[config.mk]
export PLATFORM = sky130hd
export DESIGN_NAME = note_player_flat
export DESIGN_NICKNAME = d
export VERILOG_FILES = /design/src/rtl/note_pkg.sv /design/src/rtl/note_player_if.sv /design/src/rtl/note_period_rom.sv /design/src/rtl/note_player.sv /design/src/flat_wrapper.sv
export SDC_FILE = /design/constraint.sdc
export NUM_CORES = 1
export LEC_CHECK = 0
export CORE_UTILIZATION = 53
export DETAILED_ROUTE_END_ITERATION = 8
export PLACE_DENSITY_LB_ADDON = 0.1
export SLEW_MARGIN = 10
export SYNTH_ARGS = -nofsm -noshare
export SYNTH_HDL_FRONTEND = slang
export SYNTH_HIERARCHICAL = 1
export SYNTH_SLANG_ARGS = --single-unit
[constraint.sdc]
create_clock -name clk -period 4.3 [get_ports clk]
set_clock_uncertainty 0.1 [all_clocks]
set_input_delay 0.86 -clock clk [delete_from_list [all_inputs] [get_ports clk]]
set_output_delay 0.86 -clock clk [all_outputs]
set_load 0.01 [all_outputs]
[src/rtl/note_pkg.sv]
// Shared types and constants for the composition-grid playback path.
package note_pkg;

    localparam int N_SLOTS     = 40;
    localparam int NUM_PITCHES = 36;
    localparam int SAMPLE_RATE = 48000;

    typedef logic [5:0] note_t;

    typedef enum logic [1:0] {
        S_IDLE  = 2'd0,
        S_FETCH = 2'd1,
        S_LOAD  = 2'd2,
        S_PLAY  = 2'd3
    } player_state_t;

endpackage

[src/rtl/note_player_if.sv]
// Note RAM read port and codec sample port seen by the player.
interface note_player_if;
    import note_pkg::*;

    note_t       ram_addr;
    note_t       ram_rdata;
    logic        write_ready;
    logic        write;
    logic [23:0] audio_out;

    modport master (output ram_addr, write, audio_out, input ram_rdata, write_ready);
    modport slave  (input ram_addr, write, audio_out, output ram_rdata, write_ready);
endinterface

[src/rtl/note_period_rom.sv]
// Note value to square-wave half-period (in 48 kHz samples); 0 marks a rest.
module note_period_rom
    import note_pkg::*;
(
    input  note_t      note_i,
    output logic [6:0] half_o
);

    // Table of round(24000 / f) for C4..B6
    always_comb begin
        half_o = 7'd0;
        case (note_i)
            6'd0:  half_o = 7'd92;  6'd1:  half_o = 7'd87;  6'd2:  half_o = 7'd82;
            6'd3:  half_o = 7'd77;  6'd4:  half_o = 7'd73;  6'd5:  half_o = 7'd69;
            6'd6:  half_o = 7'd65;  6'd7:  half_o = 7'd61;  6'd8:  half_o = 7'd58;
            6'd9:  half_o = 7'd55;  6'd10: half_o = 7'd51;  6'd11: half_o = 7'd49;
            6'd12: half_o = 7'd46;  6'd13: half_o = 7'd43;  6'd14: half_o = 7'd41;
            6'd15: half_o = 7'd39;  6'd16: half_o = 7'd36;  6'd17: half_o = 7'd34;
            6'd18: half_o = 7'd32;  6'd19: half_o = 7'd31;  6'd20: half_o = 7'd29;
            6'd21: half_o = 7'd27;  6'd22: half_o = 7'd26;  6'd23: half_o = 7'd24;
            6'd24: half_o = 7'd23;  6'd25: half_o = 7'd22;  6'd26: half_o = 7'd20;
            6'd27: half_o = 7'd19;  6'd28: half_o = 7'd18;  6'd29: half_o = 7'd17;
            6'd30: half_o = 7'd16;  6'd31: half_o = 7'd15;  6'd32: half_o = 7'd14;
            6'd33: half_o = 7'd14;  6'd34: half_o = 7'd13;  6'd35: half_o = 7'd12;
            default: half_o = 7'd0;
        endcase
    end

endmodule

[src/rtl/note_player.sv]
// Playback engine: walks the note RAM slot by slot, one beat per note,
// streaming a square wave at each note's pitch to the codec.
module note_player #(
    parameter int          N_SLOTS     = 40,
    parameter int          BEAT_CYCLES = 12_500_000,
    parameter logic [23:0] AMPLITUDE   = 24'h10_0000
) (
    input  logic          clk,
    input  logic          reset,
    input  logic          start,
    input  logic          stop,
    input  logic          loop,
    input  logic [5:0]    i_note,
    note_player_if.master bus,
    output logic [5:0]    play_pos,
    output logic          playing,
    output logic          done
);
    import note_pkg::*;

    localparam logic [23:0] BEAT_LAST = 24'(BEAT_CYCLES - 1);
    localparam logic [23:0] NEG_AMP   = ~AMPLITUDE + 24'd1;
    localparam logic [5:0]  SLOT_MAX  = 6'(N_SLOTS);

    player_state_t state_q, state_d;
    note_t         pos_q, pos_d, cur_note_q, cur_note_d;
    logic [23:0]   beat_q, beat_d, audio_q, audio_d;
    logic [6:0]    phase_q, phase_d, half_s;
    logic          pol_q, pol_d, done_q, done_d, playing_q;
    logic          wr_s, more_s;
    logic [5:0]    n_eff_s;

    note_period_rom u_rom (.note_i(cur_note_q), .half_o(half_s));

    assign wr_s    = bus.write_ready & ~reset;
    assign n_eff_s = (i_note > SLOT_MAX) ? SLOT_MAX : i_note;
    assign more_s  = ({1'b0, pos_q} + 7'd1) < {1'b0, n_eff_s};

    assign bus.write     = wr_s;
    assign bus.ram_addr  = pos_q;
    assign bus.audio_out = audio_q;
    assign play_pos      = pos_q;
    assign playing       = playing_q;
    assign done          = done_q;

    // Sequencer next state, beat/phase counters and next audio sample
    always_comb begin
        state_d    = state_q;
        pos_d      = pos_q;
        cur_note_d = cur_note_q;
        beat_d     = beat_q;
        phase_d    = phase_q;
        pol_d      = pol_q;
        audio_d    = 24'd0;
        done_d     = 1'b0;
        case (state_q)
            S_IDLE: begin
                if (start && (i_note != 6'd0)) begin
                    state_d = S_FETCH;
                    pos_d   = 6'd0;
                end else begin
                    state_d = S_IDLE;
                end
            end
            S_FETCH: state_d = S_LOAD;
            S_LOAD: begin
                cur_note_d = bus.ram_rdata;
                beat_d     = 24'd0;
                phase_d    = 7'd0;
                pol_d      = 1'b1;
                state_d    = S_PLAY;
            end
            S_PLAY: begin
                beat_d  = beat_q + 24'd1;
                audio_d = audio_q;
                if ((half_s != 7'd0) && wr_s) begin
                    audio_d = pol_q ? AMPLITUDE : NEG_AMP;
                    if (phase_q == half_s - 7'd1) begin
                        phase_d = 7'd0;
                        pol_d   = ~pol_q;
                    end else begin
                        phase_d = phase_q + 7'd1;
                    end
                end else begin
                    phase_d = phase_q;
                end
                // Beat boundary: audio drops to silence during the next fetch
                if (beat_q == BEAT_LAST) begin
                    audio_d = 24'd0;
                    if (more_s) begin
                        pos_d   = pos_q + 6'd1;
                        state_d = S_FETCH;
                    end else if (loop) begin
                        pos_d   = 6'd0;
                        state_d = S_FETCH;
                    end else begin
                        pos_d   = 6'd0;
                        done_d  = 1'b1;
                        state_d = S_IDLE;
                    end
                end else begin
                    state_d = S_PLAY;
                end
            end
            default: begin
                state_d = S_IDLE;
                pos_d   = 6'd0;
            end
        endcase
        if (stop && (state_q != S_IDLE)) begin
            state_d = S_IDLE;
            pos_d   = 6'd0;
            done_d  = 1'b0;
            audio_d = 24'd0;
        end else begin
            done_d = done_d;
        end
    end

    // State and output registers
    always_ff @(posedge clk) begin
        if (reset) begin
            state_q    <= S_IDLE;
            pos_q      <= 6'd0;
            cur_note_q <= 6'd0;
            beat_q     <= 24'd0;
            phase_q    <= 7'd0;
            pol_q      <= 1'b1;
            audio_q    <= 24'd0;
            done_q     <= 1'b0;
            playing_q  <= 1'b0;
        end else begin
            state_q    <= state_d;
            pos_q      <= pos_d;
            cur_note_q <= cur_note_d;
            beat_q     <= beat_d;
            phase_q    <= phase_d;
            pol_q      <= pol_d;
            audio_q    <= audio_d;
            done_q     <= done_d;
            playing_q  <= (state_d != S_IDLE);
        end
    end

endmodule

[src/flat_wrapper.sv]
// flat-port wrapper written by rule: the top's interface ports become plain ports
module note_player_flat import note_pkg::*;
#(
    parameter int          N_SLOTS     = 40,
    parameter int          BEAT_CYCLES = 12_500_000,
    parameter logic [23:0] AMPLITUDE   = 24'h10_0000
)
  (clk, reset, start, stop, loop, i_note, play_pos, playing, done, bus_ram_addr, bus_write, bus_audio_out, bus_ram_rdata, bus_write_ready);
  note_player_if bus_i ();
  input  logic clk;
  input  logic reset;
  input  logic start;
  input  logic stop;
  input  logic loop;
  input  logic [5:0] i_note;
  output logic [5:0] play_pos;
  output logic playing;
  output logic done;
  output wire logic [$bits(bus_i.ram_addr)-1:0] bus_ram_addr;
  output wire logic [$bits(bus_i.write)-1:0] bus_write;
  output wire logic [$bits(bus_i.audio_out)-1:0] bus_audio_out;
  input wire logic [$bits(bus_i.ram_rdata)-1:0] bus_ram_rdata;
  input wire logic [$bits(bus_i.write_ready)-1:0] bus_write_ready;
  assign bus_ram_addr = bus_i.ram_addr;
  assign bus_write = bus_i.write;
  assign bus_audio_out = bus_i.audio_out;
  assign bus_i.ram_rdata = bus_ram_rdata;
  assign bus_i.write_ready = bus_write_ready;
  note_player #(.N_SLOTS(N_SLOTS), .BEAT_CYCLES(BEAT_CYCLES), .AMPLITUDE(AMPLITUDE)) u_core (.clk(clk), .reset(reset), .start(start), .stop(stop), .loop(loop), .i_note(i_note), .bus(bus_i), .play_pos(play_pos), .playing(playing), .done(done));
endmodule
After elaboration in Yosys (flattened, before gate mapping)
Memory sizes are Yosys's and may differ from the RTL's. A register that Yosys moved wholly into a read port is not among the register bits.
Index checks and enable logic that the tools add are counted.
{ "classes": {"n_eq_ne": 9, "n_bitwise": 5, "mux": 22, "order_cmp": 2, "reduce_logical": 16, "n_addsub": 5} }
{ "ops": {"columns": ["operator", "n"], "rows": [
  ["$pmux W24 S2", 1],
  ["$mux W6", 6],
  ["$add A24 B1 Y24 const B", 1],
  ["$eq A24 B24 Y1 const B", 1],
  ["$mux W24", 1],
  ["$mux W7", 2],
  ["$pmux W7 S2", 1],
  ["$pmux W6 S2", 1],
  ["$ne A2 B1 Y1 const B", 4],
  ["$pmux W2 S4", 1],
  ["$reduce_bool A2 Y1", 4],
  ["$add A6 B1 Y7 const B", 1],
  ["$add A7 B1 Y7 const B", 1],
  ["$eq A7 B7 Y1", 1],
  ["$lt A7 B6 Y1", 1],
  ["$reduce_bool A7 Y1", 1],
  ["$sub A7 B1 Y7 const B", 1],
  ["$add A6 B1 Y6 const B", 1],
  ["$gt A6 B6 Y1 const B", 1],
  ["$mux W2", 3],
  ["$reduce_and A3 Y1", 2],
  ["$reduce_bool A6 Y1", 1],
  ["$mux W1", 5],
  ["$reduce_or A5 Y1", 1],
  ["10 further kinds", 16]
]} }
{ "word_totals": {"mem_count": 1, "regBits": 72, "inputBits": 18, "romBits": 448, "word_cells": 69, "output_inout_bits": 39} }
{ "mem_list": {"columns": ["name", "words", "word_bits", "read_ports", "rd_clocked_by_memory_dff", "wr", "line", "text"], "rows": [
  ["(no name shown)", 64, 7, 1, 1, 0, "note_period_rom.sv:12", "case (note_i)"]
]} }

Depth between registers and ports, before layout
Gate-level depths: netlist of the first run.
{ "logic_depth": {"ltp_word": 8, "depth_mapped": 15, "depth_no_buf": 15} }

Hierarchy
Netlist of the first run, hierarchy kept.
{ "by_module_without_submodules": {"columns": ["mod", "instances", "seq_area_each_um2", "area_per_inst_um2", "cells_per_inst"], "rows": [
  ["note_player", 1, 1001.0, 2886.5, 356],
  ["note_period_rom", 1, 0.0, 479.2, 69]
]} }

Worst setup path after synthesis of the first run
OpenSTA, ideal clock, no wires.
{ "synth_timing": {"path_kind": "register to register", "from": "register u_core/cur_note_q[0] (netlist name)", "to": "register u_core.phase_q[2]", "setup_time_ps": 118, "slack_ps": 863, "required_ps": 4082, "t_arrival_ps": 3219, "path_stages_with_launch": 13, "synth_period_minus_slack_ps": 3437, "n_path_buf": 0, "cell_sequence": "dfxtp_1 -> inv_1 -> ha_1 -> nand2b_2 -> a21oi_1 -> o41ai_2 -> inv_1 -> ha_1 -> xnor2_1 -> or4_4 -> nor4_4 -> and3_2 -> nor3_1"} }
{ "synth_lines": {"columns": ["element", "line", "text"], "rows": [
  ["end signal, assigned", "note_player.sv:137", "phase_q <= phase_d;"],
  ["end, declared", "note_player.sv:28", "logic [6:0] phase_q, phase_d, half_s;"]
]} }

==> metrics.txt, run 1 <==
status finished, final reports clean; Die Ht 81.69 µm; clock share of power 36.3%; Total Neg Setup Slack 0 ps; Die Span X 81.69 µm; worst slew pin tran roughly 850 ps; layout cells sized above 1 under 10%; Crit Path Class reg -> reg; VDD IR max slightly above 0.2 mV; Arr. time, crit path 3900 ps; reg2reg setup slack 470 ps; RSZ-0062 raised after global routing false; GP Congestion 0.8260; RR Startpoint u_core/cur_note_q[0]; via/cell ratio approximately 5.5; R2R depth 14; hold crit path type reg -> reg; Max Transition Viols Final 0; Congestion Overflow GR 0; vias in the first global route 2620; most frequent cell after synthesis nor2_1; Root Driver clkbuf_8; row cnt 28; Pint 0.6854 mW; Setup Buffers After CTS 0; WL final about 6600 µm; Area Growth Syn to Fin 10.30%; Commonest cells post-synth nor2_1 (54), dfxtp_1 (50), nand2_1 (33), buf_4 (29), inv_1 (22); period utilisation layout 89.02%; total CTS buffers 5; post-synthesis cell type count 60; ys async rst share 0%; CTS tree yes; fmax about 0.26 GHz; post-route DRC violation count 0; hold_sp u_core/beat_q[1]; Starting Density 55.86%; GRT Util Overall 21.41%; antenna violations before repair 0; Die Area 6673 µm²; Syn Inst Count between 400 and 500; post-cts hold buffer count 0; synthesized area 3366 µm²; Worst Hold Depth 2; Switching Fraction around a quarter; CTS Sinks 50; kind of end point of the critical path register; clk slew on worst S/H paths ~90 ps; final core utilization 61.61%; post-synth top area cell dfxtp_1; largest net degree at the start of global routing 27; Static Leak 1.362 nW; Comb pwr share 11.5%; Worst Path Max Fanout 7; sw power 0.2253 mW; r2r endpoint u_core/phase_q[2]; clk_lat worst skew 300 ps; top post-synthesis cells by area dfxtp_1 (30%), buf_4 (6.5%), nor2_1 (6.0%); post-synthesis sequential area ratio 29.74%; pwr dens 245.3 nW/µm²; Routed WL per cell 12.59 µm; maxcap violations 0; # setup viols final 0; worst-case clock buffer depth 2; H-tree levels 2; post-route ant nets 0; syn avg cell area 7.919 µm²; Min Clock Period, post-route 3828 ps; 1st-iter DRT viols 94; filler instances roughly 520; Required @ worst endpoint 4370 ps; startpoint type of the worst setup path register; Post-synth EDFFs 0; Post-synth top flop dfxtp_1; Core ar. 6026 µm²; top cell type's share of synthesized area 29.74%; Diodes inserted 0; # IOs 57; final hold violation count 0; hold endpoint u_core/beat_q[1]; routed vias 2846; drt pass-1 iters 4; synth warn 6; Slew HR 41.67%; first-pass GRT wire length roughly 11000 µm; nets 479; number of synthesized register bits 50; HPWL after DPL 4800 µm; Post-CTS Resized 0; Reg power frac 52.1%; port bufs 36
-- worst max path at each step --
stage / from / to / cells past startpoint
floorplan: u_core/cur_note_q[0] / u_core/phase_q[2] / 12
global placement: u_core/cur_note_q[2] / u_core/phase_q[4] / 10
detailed placement: u_core/cur_note_q[2] / u_core/phase_q[2] / 10
CTS: u_core/cur_note_q[2] / u_core/phase_q[2] / 10
global route: u_core/cur_note_q[0] / u_core/phase_q[6] / 11
finish: u_core/cur_note_q[0] / u_core/phase_q[2] / 14
-- placed cells by master (no fill, tap or decap), types with 2 or more instances in the layout --
| cell | n |
|---|---|
| nor2_1 | 54 |
| dfxtp_1 | 50 |
| clkdlybuf4s50_1 | 36 |
| nand2_1 | 33 |
| inv_1 | 22 |
| a21oi_1 | 21 |
| nor3_1 | 20 |
| conb_1 | 20 |
| o21ai_0 | 18 |
| xor2_1 | 18 |
| nand3_1 | 16 |
| xnor2_1 | 15 |
| ha_1 | 15 |
| nand4_1 | 12 |
| mux2i_1 | 9 |
| or3_1 | 6 |
| and3_1 | 6 |
| clkbuf_8 | 5 |
| nor2b_1 | 5 |
| or2_2 | 4 |
| nand2b_1 | 4 |
| a211oi_1 | 4 |
| o21ai_1 | 4 |
| and2_1 | 3 |
| or4bb_1 | 2 |
| a31oi_1 | 2 |
| o21a_1 | 2 |
| nor4_1 | 2 |
| nor3_2 | 2 |
| nor4b_1 | 2 |
| nand3b_1 | 2 |
| a211o_1 | 2 |
| nand2b_2 | 2 |
-- state kept, by name (all words and copies together), names as in the netlist --
name and flops:
u_core/pol_q 1, u_core/bus.ram_addr 6, u_core/done 1, u_core/phase_q 7
u_core/state_q 2, u_core/bus.audio_out 2, u_core/beat_q 24, u_core/playing 1
u_core/cur_note_q 6
-- kinds of logic after synthesis --
kind of cell,share of synthesized area [%]
AOI/OAI and AO/OA,13.87
xor gates and xnor gates,8.587
adders and majority gates,5.576
buffers and inverters,11.45
DFF,29.74
muxes,2.677
other,0.1114
and+or+nand+nor,27.99
-- power groups by stage --
stage / combinational, mW / sequential, mW / clock (mW)
2_1_floorplan: 0.0911 / 0.479 / 0
3_3_place_gp: 0.103 / 0.485 / 0
3_5_place_dp: 0.104 / 0.485 / 0
4_1_cts: 0.105 / 0.475 / 0.344
5_1_grt: 0.117 / 0.476 / 0.363
6_report: 0.105 / 0.475 / 0.331
-- per-layer routing --
metal	routed length [µm]	global-route usage (%)	share of wire (%)
met5	0	0	0
met4	87	6.842	1.3
met3	216	4.000	3.3
met2	3130	37.42	48
met1	3137	26.41	48
-- layout make-up --
cell class	instances	area [µm²]	area share (%)
well taps	75	93.84	2.528
inverters	23	86.33	2.326
clock inverters	3	43.79	1.180
clock buffers	5	68.82	1.854
repair buffers	37	367.9	9.909
multi-input cells	329	2051	55.24
flip-flops and latches	50	1001	26.96
-- worst max-delay path, cell delays in order (launching register included) --
cell and delay, ps:
dfxtp_1 460, inv_1 120, ha_1 370, or2b_1 260, o21ai_0 70, o21ai_0 90
o221ai_1 230, o21ai_0 210, inv_1 130, ha_1 240, xnor2_1 120, or4_4 550
nor4_4 420, and3_2 280, nor3_1 60
-- stage by stage --
stage	instances	worst slack, ps	hold slack [ps]	area (µm²)	power [mW]
after global routing	522	206.0	402.6	3712	0.9560
after detailed placement	514	514.9	365.1	3600	0.5894
after CTS	522	502.0	388.0	3712	0.9230
after global placement	514	593.7	352.6	3600	0.5881
after floorplan	444	862.6	344.3	3437	0.5706
final	522	472.1	384.2	3712	0.9107
No activity file was read; power rests on OpenSTA's default activity.
==> run 2: changes to the inputs <==
--- a/config.mk
+++ b/config.mk
@@ -7,7 +7,9 @@
 export LEC_CHECK = 0
 export CORE_UTILIZATION = 53
 export DETAILED_ROUTE_END_ITERATION = 8
+export HOLD_SLACK_MARGIN = 0.12
 export PLACE_DENSITY_LB_ADDON = 0.1
+export SKIP_LAST_GASP = 1
 export SLEW_MARGIN = 10
 export SYNTH_ARGS = -nofsm -noshare
 export SYNTH_HDL_FRONTEND = slang
==> results of run 2 <==
No change in the layout: final DEF, timing and power equal those of run 1.
==> run 3: changes to the inputs <==
--- a/config.mk
+++ b/config.mk
@@ -15,3 +15,4 @@
 export SYNTH_HDL_FRONTEND = slang
 export SYNTH_HIERARCHICAL = 1
 export SYNTH_SLANG_ARGS = --single-unit
+export TNS_END_PERCENT = 30
==> results of run 3 <==
No change in the layout: final DEF, timing and power equal those of run 1.
